## src/rtl/config_register_bank_if.sv

```systemverilog
// Shared widths/types for the config bus, plus the bus interface that bundles
// the write, read-request/response and stream-configuration channels.

package config_register_bank_pkg;
    localparam int AXI_ADDR_BITS  = 32;
    localparam int AXIL_DATA_BITS = 32;
    typedef logic [3:0] type_t;
endpackage

interface config_register_bank_if #(
    parameter int NUM_SELECT = 4
);
    import config_register_bank_pkg::*;

    localparam int SEL_W = (NUM_SELECT > 1) ? $clog2(NUM_SELECT) : 1;

    // Write channel: no backpressure.
    logic [AXI_ADDR_BITS-1:0]  wr_addr;
    logic [AXIL_DATA_BITS-1:0] wr_data;
    logic                      wr_valid;

    // Read request / response channel.
    logic [AXI_ADDR_BITS-1:0]  rd_addr;
    logic                      rd_valid;
    logic                      rd_ready;
    logic [AXIL_DATA_BITS-1:0] resp_data;
    logic                      resp_error;
    logic                      resp_valid;
    logic                      resp_ready;

    // Stream configuration towards the datapath.
    logic [SEL_W-1:0]          select_data;
    logic                      select_valid;
    logic                      select_ready;
    type_t                     data_type_data;
    logic                      data_type_valid;
    logic                      data_type_ready;

    modport slave (
        input  wr_addr, wr_data, wr_valid,
        input  rd_addr, rd_valid,
        output rd_ready,
        output resp_data, resp_error, resp_valid,
        input  resp_ready,
        output select_data, select_valid,
        input  select_ready,
        output data_type_data, data_type_valid,
        input  data_type_ready
    );

    modport master (
        output wr_addr, wr_data, wr_valid,
        output rd_addr, rd_valid,
        input  rd_ready,
        input  resp_data, resp_error, resp_valid,
        output resp_ready,
        input  select_data, select_valid,
        output select_ready,
        input  data_type_data, data_type_valid,
        output data_type_ready
    );
endinterface

```

## src/rtl/config_register_bank.sv

```systemverilog
// Config register bank: general R/W registers, a clear-on-read STATUS word at
// index NUM_REGS, and two ready/valid stream-config launchers (select and
// data_type) triggered by writes to designated registers.

module config_register_bank
    import config_register_bank_pkg::*;
#(
    parameter int                       NUM_REGS   = 8,
    parameter logic [AXI_ADDR_BITS-1:0] BASE_ADDR  = {AXI_ADDR_BITS{1'b0}},
    parameter int                       NUM_SELECT = 4,
    parameter int                       SELECT_IDX = 0,
    parameter int                       TYPE_IDX   = 1
) (
    input logic                   clk,
    input logic                   rst_n,
    config_register_bank_if.slave bus
);

    localparam int ALIGN_BITS = $clog2(AXIL_DATA_BITS / 8);
    localparam int SEL_W      = (NUM_SELECT > 1) ? $clog2(NUM_SELECT) : 1;
    localparam int TYPE_W     = $bits(type_t);

    typedef logic [AXI_ADDR_BITS-1:0]  addr_t;
    typedef logic [AXIL_DATA_BITS-1:0] data_t;

    // Word index of an address relative to the bank base.
    function automatic addr_t addr_index(input addr_t addr);
        return (addr - BASE_ADDR) >> ALIGN_BITS;
    endfunction

    // Address hits a general register or STATUS and is word aligned.
    function automatic logic addr_ok(input addr_t addr);
        return (addr >= BASE_ADDR) &&
               (addr_index(addr) <= addr_t'(NUM_REGS)) &&
               (addr[ALIGN_BITS-1:0] == {ALIGN_BITS{1'b0}});
    endfunction

    // State
    data_t            regs_q [NUM_REGS];
    data_t            regs_d [NUM_REGS];
    logic [1:0]       status_q, status_d;
    data_t            resp_data_q, resp_data_d;
    logic             resp_error_q, resp_error_d;
    logic             resp_valid_q, resp_valid_d;
    logic [SEL_W-1:0] select_data_q, select_data_d;
    logic             select_valid_q, select_valid_d;
    type_t            type_data_q, type_data_d;
    logic             type_valid_q, type_valid_d;

    // Decoded request information
    addr_t      wr_idx_s;
    addr_t      rd_idx_s;
    logic       wr_gen_s;
    logic       sel_wr_s;
    logic       typ_wr_s;
    logic       rd_ok_s;
    logic       rd_status_s;
    logic       rd_ready_s;
    logic       rd_acc_s;
    data_t      rd_word_s;
    logic [1:0] ovf_set_s;

    // Decode write/read addresses and fetch the addressed read word.
    always_comb begin
        wr_idx_s    = addr_index(bus.wr_addr);
        rd_idx_s    = addr_index(bus.rd_addr);
        wr_gen_s    = bus.wr_valid && addr_ok(bus.wr_addr) &&
                      (wr_idx_s < addr_t'(NUM_REGS));
        sel_wr_s    = wr_gen_s && (wr_idx_s == addr_t'(SELECT_IDX));
        typ_wr_s    = wr_gen_s && (wr_idx_s == addr_t'(TYPE_IDX));
        rd_ok_s     = addr_ok(bus.rd_addr);
        rd_status_s = rd_ok_s && (rd_idx_s == addr_t'(NUM_REGS));
        rd_ready_s  = !resp_valid_q || bus.resp_ready;
        rd_acc_s    = bus.rd_valid && rd_ready_s;
        rd_word_s   = {AXIL_DATA_BITS{1'b0}};
        for (int i = 0; i < NUM_REGS; i++) begin
            rd_word_s = (rd_idx_s == addr_t'(i)) ? regs_q[i] : rd_word_s;
        end
        rd_word_s = rd_status_s ? {{(AXIL_DATA_BITS-2){1'b0}}, status_q} : rd_word_s;
    end

    // Next state for registers, stream launchers, STATUS and read response.
    always_comb begin
        for (int i = 0; i < NUM_REGS; i++) begin
            regs_d[i] = (wr_gen_s && (wr_idx_s == addr_t'(i))) ? bus.wr_data : regs_q[i];
        end

        ovf_set_s      = 2'b00;
        select_valid_d = select_valid_q;
        select_data_d  = select_data_q;
        type_valid_d   = type_valid_q;
        type_data_d    = type_data_q;
        resp_valid_d   = resp_valid_q;
        resp_data_d    = resp_data_q;
        resp_error_d   = resp_error_q;

        // A launch is refused only while the previous transfer is stalled.
        if (sel_wr_s) begin
            if (select_valid_q && !bus.select_ready) begin
                ovf_set_s[0] = 1'b1;
            end else begin
                select_valid_d = 1'b1;
                select_data_d  = bus.wr_data[SEL_W-1:0];
            end
        end else if (select_valid_q && bus.select_ready) begin
            select_valid_d = 1'b0;
        end else begin
            select_valid_d = select_valid_q;
        end

        if (typ_wr_s) begin
            if (type_valid_q && !bus.data_type_ready) begin
                ovf_set_s[1] = 1'b1;
            end else begin
                type_valid_d = 1'b1;
                type_data_d  = bus.wr_data[TYPE_W-1:0];
            end
        end else if (type_valid_q && bus.data_type_ready) begin
            type_valid_d = 1'b0;
        end else begin
            type_valid_d = type_valid_q;
        end

        // Clear-on-accept, with a same-cycle set taking priority.
        status_d = ((rd_acc_s && rd_status_s) ? 2'b00 : status_q) | ovf_set_s;

        // Response register holds while the consumer stalls.
        if (rd_acc_s) begin
            resp_valid_d = 1'b1;
            resp_data_d  = rd_ok_s ? rd_word_s : {AXIL_DATA_BITS{1'b0}};
            resp_error_d = !rd_ok_s;
        end else if (bus.resp_ready) begin
            resp_valid_d = 1'b0;
        end else begin
            resp_valid_d = resp_valid_q;
        end
    end

    // State registers with asynchronous clear.
    always_ff @(posedge clk or negedge rst_n) begin
        if (!rst_n) begin
            for (int i = 0; i < NUM_REGS; i++) begin
                regs_q[i] <= {AXIL_DATA_BITS{1'b0}};
            end
            status_q       <= 2'b00;
            resp_data_q    <= {AXIL_DATA_BITS{1'b0}};
            resp_error_q   <= 1'b0;
            resp_valid_q   <= 1'b0;
            select_data_q  <= {SEL_W{1'b0}};
            select_valid_q <= 1'b0;
            type_data_q    <= {TYPE_W{1'b0}};
            type_valid_q   <= 1'b0;
        end else begin
            for (int i = 0; i < NUM_REGS; i++) begin
                regs_q[i] <= regs_d[i];
            end
            status_q       <= status_d;
            resp_data_q    <= resp_data_d;
            resp_error_q   <= resp_error_d;
            resp_valid_q   <= resp_valid_d;
            select_data_q  <= select_data_d;
            select_valid_q <= select_valid_d;
            type_data_q    <= type_data_d;
            type_valid_q   <= type_valid_d;
        end
    end

    assign bus.rd_ready        = rd_ready_s;
    assign bus.resp_data       = resp_data_q;
    assign bus.resp_error      = resp_error_q;
    assign bus.resp_valid      = resp_valid_q;
    assign bus.select_data     = select_data_q;
    assign bus.select_valid    = select_valid_q;
    assign bus.data_type_data  = type_data_q;
    assign bus.data_type_valid = type_valid_q;

endmodule

```

## src/flat_wrapper.sv

```systemverilog
// flat-port wrapper written by rule: the top's interface ports become plain ports
module config_register_bank_flat import config_register_bank_pkg::*;
#(
    parameter int                       NUM_REGS   = 8,
    parameter logic [AXI_ADDR_BITS-1:0] BASE_ADDR  = {AXI_ADDR_BITS{1'b0}},
    parameter int                       NUM_SELECT = 4,
    parameter int                       SELECT_IDX = 0,
    parameter int                       TYPE_IDX   = 1
)
  (clk, rst_n, bus_wr_addr, bus_wr_data, bus_wr_valid, bus_rd_addr, bus_rd_valid, bus_rd_ready, bus_resp_data, bus_resp_error, bus_resp_valid, bus_resp_ready, bus_select_data, bus_select_valid, bus_select_ready, bus_data_type_data, bus_data_type_valid, bus_data_type_ready);
  config_register_bank_if #(.NUM_SELECT(NUM_SELECT)) bus_i ();
  input logic clk;
  input logic rst_n;
  input wire logic [$bits(bus_i.wr_addr)-1:0] bus_wr_addr;
  input wire logic [$bits(bus_i.wr_data)-1:0] bus_wr_data;
  input wire logic [$bits(bus_i.wr_valid)-1:0] bus_wr_valid;
  input wire logic [$bits(bus_i.rd_addr)-1:0] bus_rd_addr;
  input wire logic [$bits(bus_i.rd_valid)-1:0] bus_rd_valid;
  output wire logic [$bits(bus_i.rd_ready)-1:0] bus_rd_ready;
  output wire logic [$bits(bus_i.resp_data)-1:0] bus_resp_data;
  output wire logic [$bits(bus_i.resp_error)-1:0] bus_resp_error;
  output wire logic [$bits(bus_i.resp_valid)-1:0] bus_resp_valid;
  input wire logic [$bits(bus_i.resp_ready)-1:0] bus_resp_ready;
  output wire logic [$bits(bus_i.select_data)-1:0] bus_select_data;
  output wire logic [$bits(bus_i.select_valid)-1:0] bus_select_valid;
  input wire logic [$bits(bus_i.select_ready)-1:0] bus_select_ready;
  output wire logic [$bits(bus_i.data_type_data)-1:0] bus_data_type_data;
  output wire logic [$bits(bus_i.data_type_valid)-1:0] bus_data_type_valid;
  input wire logic [$bits(bus_i.data_type_ready)-1:0] bus_data_type_ready;
  assign bus_i.wr_addr = bus_wr_addr;
  assign bus_i.wr_data = bus_wr_data;
  assign bus_i.wr_valid = bus_wr_valid;
  assign bus_i.rd_addr = bus_rd_addr;
  assign bus_i.rd_valid = bus_rd_valid;
  assign bus_rd_ready = bus_i.rd_ready;
  assign bus_resp_data = bus_i.resp_data;
  assign bus_resp_error = bus_i.resp_error;
  assign bus_resp_valid = bus_i.resp_valid;
  assign bus_i.resp_ready = bus_resp_ready;
  assign bus_select_data = bus_i.select_data;
  assign bus_select_valid = bus_i.select_valid;
  assign bus_i.select_ready = bus_select_ready;
  assign bus_data_type_data = bus_i.data_type_data;
  assign bus_data_type_valid = bus_i.data_type_valid;
  assign bus_i.data_type_ready = bus_data_type_ready;
  config_register_bank #(.NUM_REGS(NUM_REGS), .BASE_ADDR(BASE_ADDR), .NUM_SELECT(NUM_SELECT), .SELECT_IDX(SELECT_IDX), .TYPE_IDX(TYPE_IDX)) u_core (.clk(clk), .rst_n(rst_n), .bus(bus_i));
endmodule
```

## config.mk

```make
export PLATFORM = sky130hd
export DESIGN_NAME = config_register_bank_flat
export DESIGN_NICKNAME = d
export VERILOG_FILES = /design/src/rtl/config_register_bank_if.sv /design/src/rtl/config_register_bank.sv /design/src/flat_wrapper.sv
export SDC_FILE = /design/constraint.sdc
export NUM_CORES = 1
export LEC_CHECK = 0
export CORE_MARGIN = 1.5
export CORE_UTILIZATION = 47
export CTS_BUF_LIST = sky130_fd_sc_hd__clkbuf_4
export DETAILED_ROUTE_END_ITERATION = 16
export GPL_ROUTABILITY_DRIVEN = 0
export PLACE_DENSITY_LB_ADDON = 0.15
export SLEW_MARGIN = 20
export SYNTH_ARGS = -nofsm -noshare
export SYNTH_HDL_FRONTEND = slang
export SYNTH_SLANG_ARGS = --single-unit
```

## constraint.sdc

```tcl
create_clock -name clk -period 2.7 [get_ports clk]
set_input_delay 0.405 -clock clk [delete_from_list [all_inputs] [get_ports clk]]
set_output_delay 0.405 -clock clk [all_outputs]
set_load 0.005 [all_outputs]
```

==> results of run 1 <==
area by class of cell:
type | count | area (um2)
clock inverters | 8 | 56.3
inverters | 8 | 30.0
fillers | 2361 | 11400
multi-input cells | 661 | 5950
clock buffers | 130 | 976
diodes | 1 | 2.50
repair buffers | 227 | 2330
flip-flops and latches | 300 | 7510
well taps | 384 | 480
Yosys cell counts, drive strengths merged, types with 5 or more instances:
| cell | number |
|---|---|
| dfrtp | 300 |
| mux2 | 276 |
| nand2 | 50 |
| o21ai | 41 |
| buf | 37 |
| nor2 | 36 |
| a22oi | 31 |
| clkbuf | 28 |
| nand3 | 26 |
| and3 | 24 |
| a22o | 23 |
| mux4 | 21 |
| o221ai | 21 |
| nor4 | 17 |
| nor3 | 15 |
| a21oi | 10 |
| inv | 8 |
| nand2b | 8 |
| o31ai | 8 |
| or4 | 7 |
| and2 | 6 |
| nand4 | 6 |
| a221oi | 5 |
| mux2i | 5 |
routing by layer:
metal | up-vias | routed length (um)
met4 | 0 | 616
met1 | 5055 | 16100
li1 | 4422 | -
met5 | - | 0
met2 | 264 | 17300
met3 | 56 | 1630
metrics by stage:
step	instances	hold slack [ns]	util (%)	setup TNS (ns)
finish	1719	0.281	60.4	0
global route	1719	0.275	60.4	0
CTS	1718	0.241	60.4	0
detailed placement	1579	0.398	56.8	-5.55
global placement	1579	0.401	56.8	-6.56
floorplan	1034	0.109	-	0
state kept, by name (all words and copies together) (netlist names), 2 cells and up:
| name | count |
|---|---|
| u_core.regs_q | 256 |
| u_core.bus.resp_data | 32 |
| u_core.bus.data_type_data | 4 |
| u_core.bus.select_data | 2 |
| u_core.status_q | 2 |
cell families (layout without fill, tap and decap cells):
logic type,after synthesis,count (layout),synth area share [%]
AND/OR/NAND/NOR,206,206,8.14
flip-flops,300,300,54.6
multiplexers,302,302,26.4
other,0,1,0
buffers and inverters,73,373,2.25
AO/OA/AOI/OAI,153,153,8.55
repair_timing:
| item | in CTS | in global routing |
|---|---|---|
| hold buffers | 1 | 0 |
| hold endpoints to repair | 59 | 0 |
| resized for setup | 0 | 0 |
power by group through the flow:
stage / Sequential (mW) / Combinational, mW / Clock [mW]
floorplan: 4.58 / 0.105 / 0
finish: 4.50 / 0.483 / 4.02
global placement: 4.58 / 0.486 / 0
global route: 4.49 / 0.529 / 4.42
CTS: 4.50 / 0.492 / 4.15
detailed placement: 4.58 / 0.489 / 0
path summary, 6_finish.rpt:
path / slack (ns) / cells after the start / to
min: 0.28 / 2 / u_core.regs_q[133]
max: 0.33 / 10 / u_core.bus.resp_data[3]
max reg2reg: 0.87 / 7 / u_core.bus.resp_data[29]
min in group clk: 0.31 / 3 / u_core.bus.resp_data[18]
max in group asynchronous: 1.63 / 3 / u_core.regs_q[147]
min reg2reg: 0.49 / 1 / u_core.regs_q[12]
worst max-delay path, cell delays in order:
cell             delay [ns]
clkdlybuf4s50_1        0.44
nor4_1                 0.47
buf_4                  0.21
nand3_1                0.15
or4_1                  0.51
buf_4                  0.19
nor3_2                 0.13
buf_4                  0.21
a22oi_1                0.09
o31ai_1                0.11
==> impl_metrics.toml, run 1 <==
[run_status]
outcome = "finished clean"

[route]
route.detailed.vias_per_inst = 5.70
antenna_left = 0
routed_wire_length_per_instance_um = 20.7
totalWireLength_mm = 35.6
route.detailed.drc = 0
detailed_routing_iterations_pass_1 = 5
dr_total_vias = 9797
initialDrtViolationCount = 544

[synthesis]
netlist_area_mm2 = 0.0137
synth.ff_latch_count = 300
yosysUniqueCellTypes = 54
synth.top_cells.by_area = "dfrtp_1 (55%), mux2_2 (22%), mux4_2 (3.4%), a22oi_1 (1.7%), a22o_1 (1.5%)"
synthesis.instances = 1034
postSynth.asyncResetShare_pct = 100
synth_area_leader_cell = "dfrtp_1"
synth_enable_flop_cells = 0
synth_fp_nets = 1137
synth.avg_cell_area_um2 = 13.3
netlist.area_leader.share_pct = 54.6
seq_total_area_yosys_pct = 54.6
yosysWarnings = 0
synthFlopType = "dfrtp_1"

[sta]
unrepaired_setup_endpoints_after_global_routing = "no"
drv_slew = 0
setup_violators_final = 0
post-route-period-util_pct = 87.6
relSlewSlack_pct = 63.6
finalWorstSetupSlack_ns = 0.334
tightest_slew_ns = 0.546
post-route-min-period_ns = 2.37
hold_viol = 0
fin_skew_ns = 0.0328
fmax_ghz = 0.423

[hold_path]
hold_path_class = "input port to async pin"

[clocking]
postCtsSetupRepairBufs = 0
cts_root_buffer = "clkbuf_4"
cts_max_path_buffers = 3
cts_tree = "yes"
clk_pin_slew_ns = 0.06
cts_made_buffers = 82
cts_sinks = 300
clock_insertion_delay_worst_skew_ns = 0.66
htree_num_levels = 3

[power_and_ir_drop]
internal-power_mw = 6.95
power_leakage_nw = 8.24
p_switching_mw = 2.05
worst_ir_drop_vdd_mv = 0.229
share_clk_of_total_power_pct = 44.7
cellPowerDensity_mw_per_mm2 = 519
switching_power_share_of_the_total_pct = 22.8
seq_power_share_pct = 50.0
comb_power_share_pct = 5.4
final_total_power_mw = 9.00

[grt]
antenna_found_initial = 1
global_route.peak_usage_layer = "met2"
grt_util_met1_pct = 32.6
grt_first_pass_wirelength_mm = 57.6
grt_util_all_layers_pct = 24.5
vias_in_the_first_global_route = 10560
grt_start_max_net_pins = 66
grt.met2_usage_pct = 40.6
use_met3_pct = 5.23
global_route.overflow_total = 0

[floorplanning]
top_level_ports = 146
floorplan.initialDensity_pct = 47.9
die_w_um = 174
die_area_mm2 = 0.0303
die_height_um = 174
core-area_mm2 = 0.0287
row_count = 62

[setup_path]
timing.critical_path.arrival_ns = 2.91
timing.critical_path.from = "bus_rd_addr[28]"
critical_path.endpoint_type = "flip-flop"
startpoint_of_the_lowest_slack_register_to_register_path = "u_core.bus.resp_valid"
worst_ep_required_time_ns = 3.25
startpoint_type = "input port"
timing.critical_path.fanout_max = 7
worst-setup-path-type = "input port to flip-flop"

[layout]
fin_area_mm2 = 0.0173
layout_commonest_cell = "dfrtp_1"
layout_common_cells = "dfrtp_1 (300), mux2_2 (271), clkdlybuf4s50_1 (142)"
drive_gt1_share_pct = 40.3
net_total_in_the_final_layout = 1383
area_growth_pct = 26.2

[place]
numPortBuffers = 145
post-dp-hpwl_mm = 22.8
placement.setup.worst_slack_ns = -0.290
detailed_place.area_mm2 = 0.0163

[job]
max_cap_violations = 0
Note: power is estimated with default switching activity, not from simulation.
==> run 2, diff against run 1 <==
--- a/config.mk
+++ b/config.mk
@@ -8,6 +8,7 @@
 export CORE_MARGIN = 1.5
 export CORE_UTILIZATION = 47
 export CTS_BUF_LIST = sky130_fd_sc_hd__clkbuf_4
+export CTS_CLUSTER_DIAMETER = 40
 export DETAILED_ROUTE_END_ITERATION = 16
 export GPL_ROUTABILITY_DRIVEN = 0
 export PLACE_DENSITY_LB_ADDON = 0.15
==> results of run 2 <==
No change in the layout: final DEF, timing and power equal those of run 1.
==> run 3, diff against run 2 <==
==> constraint.sdc (replaced) <==
create_clock -name clk -period 2.7 [get_ports clk]
set_input_delay 0.675 -clock clk [delete_from_list [all_inputs] [get_ports clk]]
set_output_delay 0.675 -clock clk [all_outputs]
set_load 0.005 [all_outputs]
==> impl_metrics.toml, run 3 (synthesized netlist as in run 1, its figures left out) <==
[grt]
grt_util_all_layers_pct = 24.5
grt_first_pass_wirelength_mm = 58.1
grt_start_max_net_pins = 74
global_route.overflow_total = 0
antenna_found_initial = 1
vias_in_the_first_global_route = 10432

[layout]
layout_commonest_cell = "dfrtp_1"
fillers = 2364
net_total_in_the_final_layout = 1400
drive_gt1_share_pct = 40.8
final_core_util_pct = 61.0
area_growth_pct = 27.4
regMostFlops = "u_core.regs_q"
flip_flop_count_of_the_largest_register_all_copies_and_words_added = 256
layout_common_cells = "dfrtp_1 (300), mux2_2 (271), clkdlybuf4s50_1 (142)"

[power_and_ir_drop]
cellPowerDensity_mw_per_mm2 = 510
seq_power_share_pct = 50.3
comb_power_share_pct = 5.6
final_total_power_mw = 8.94
p_switching_mw = 2.13
worst_ir_drop_vdd_mv = 0.246
internal-power_mw = 6.80
share_clk_of_total_power_pct = 44.1
power_leakage_nw = 8.32
switching_power_share_of_the_total_pct = 23.9

[route]
totalWireLength_mm = 35.9
route.layer.met1.wl_mm = 16.2
initialDrtViolationCount = 542
route.detailed.drc = 0
dr_total_vias = 9892
route.detailed.vias_per_inst = 5.70
detailed_routing_iterations_pass_1 = 5
route.met3.wl_mm = 2.08
met2RoutedLength_mm = 17.1
maxUsedRoutingLayer = "met4"
antenna_left = 0
routed_wire_length_per_instance_um = 20.7

[setup_path]
worst-setup-path-type = "input port to output pin"
timing.critical_path.fanout_max = 5
startpoint_of_the_lowest_slack_register_to_register_path = "u_core.bus.resp_valid"
rr_worst_depth = 8
startpoint_type = "input port"
worst_ep_required_time_ns = 2.03
reg2reg_slack_ns = 0.83
critical_path.endpoint_type = "output pin"
timing.critical_path.arrival_ns = 1.90
critical_register_to_register_path_endpoint = "u_core.bus.resp_data[28]"

[place]
post-dp-hpwl_mm = 23.4
placement.setup.worst_slack_ns = -0.473
numPortBuffers = 145

[sta]
setup_violators_final = 0
setup_tns_after_final_layout_ns = 0
post-route-period-util_pct = 95.5
unrepaired_setup_endpoints_after_global_routing = "no"
relSlewSlack_pct = 57.0
drv_slew = 0
finalWorstSetupSlack_ns = 0.122
whs_ns = 0.492
tightest_slew_ns = 0.645
fmax_ghz = 0.388
post-route-min-period_ns = 2.58
hold_viol = 0
fin_skew_ns = 0.0440

[floorplanning]
top_level_ports = 146
floorplan.initialDensity_pct = 47.9
core-area_mm2 = 0.0287
die_w_um = 174
die_height_um = 174
row_count = 62
die_area_mm2 = 0.0303

[hold_path]
min_path_cells = 1
holdPathEnd = "u_core.regs_q[127]"
hold_path_class = "flip-flop to flip-flop"
min_delay_src = "u_core.regs_q[127]"

[clocking]
cts_tree = "yes"
cts_sinks = 300
cts_root_buffer = "clkbuf_4"
clock_insertion_delay_worst_skew_ns = 0.69
clk_pin_slew_ns = 0.06
cts_made_buffers = 81
cts_max_path_buffers = 3
htree_num_levels = 3

[job]
max_cap_violations = 0

[run_status]
outcome = "finished clean"
## run 3: stage by stage
stage,std cells,area [um2]
after floorplan,1034,13700
after global placement,1597,16500
after detailed placement,1597,16500
after CTS,1734,17500
after global routing,1735,17500
final,1735,17500
## run 3: power groups by stage
stage / Clock, mW / Sequential, mW / Combinational, mW
floorplan: 0 / 4.58 / 0.105
global placement: 0 / 4.58 / 0.505
detailed placement: 0 / 4.58 / 0.507
CTS: 4.07 / 4.50 / 0.511
global route: 4.33 / 4.49 / 0.550
finish: 3.94 / 4.50 / 0.502
## run 3: worst max path at each step
| stage | to | slack, ns | cells past startpoint | from |
|---|---|---|---|---|
| 4_1_cts | bus_rd_ready | 0.11 | 3 | bus_resp_ready |
| 5_1_grt | bus_rd_ready | 0.08 | 3 | bus_resp_ready |
| 6_report | bus_rd_ready | 0.12 | 3 | bus_resp_ready |
| 3_5_place_dp | u_core.bus.resp_data[30] | -0.47 | 9 | bus_rd_addr[28] |
| 2_1_floorplan | u_core.regs_q[13] | 0.17 | 7 | bus_wr_addr[17] |
| 3_3_place_gp | u_core.bus.resp_data[30] | -0.57 | 9 | bus_rd_addr[28] |
## run 3: area by class of cell
class / instances / area [um2] / share of cell area (%)
well taps: 384 / 480 / 2.74
repair buffers: 245 / 2540 / 14.5
flip-flops and latches: 300 / 7510 / 42.9
clock buffers: 118 / 886 / 5.06
multi-input cells: 661 / 5950 / 34.0
inverters: 8 / 30.0 / 0.171
diodes: 1 / 2.50 / 0.0143
clock inverters: 18 / 111 / 0.636
## run 3: critical path, cell delays in order
cell	delay, ns
clkdlybuf4s50_1	0.46
nand2b_2	0.19
clkdlybuf4s50_1	0.57
## run 3: repair_timing
item	CTS	global route
hold buffers	1	0
setup buffers	0	0
hold endpoints to repair	50	0
resized for setup	1	0
endpoints found under the setup margin	1	0
## run 3: per-layer routing
metal | up-vias | track usage (%)
met5 | - | 0
met4 | 0 | 6.97
met3 | 54 | 4.83
met2 | 302 | 39.4
met1 | 5080 | 33.9
li1 | 4456 | -
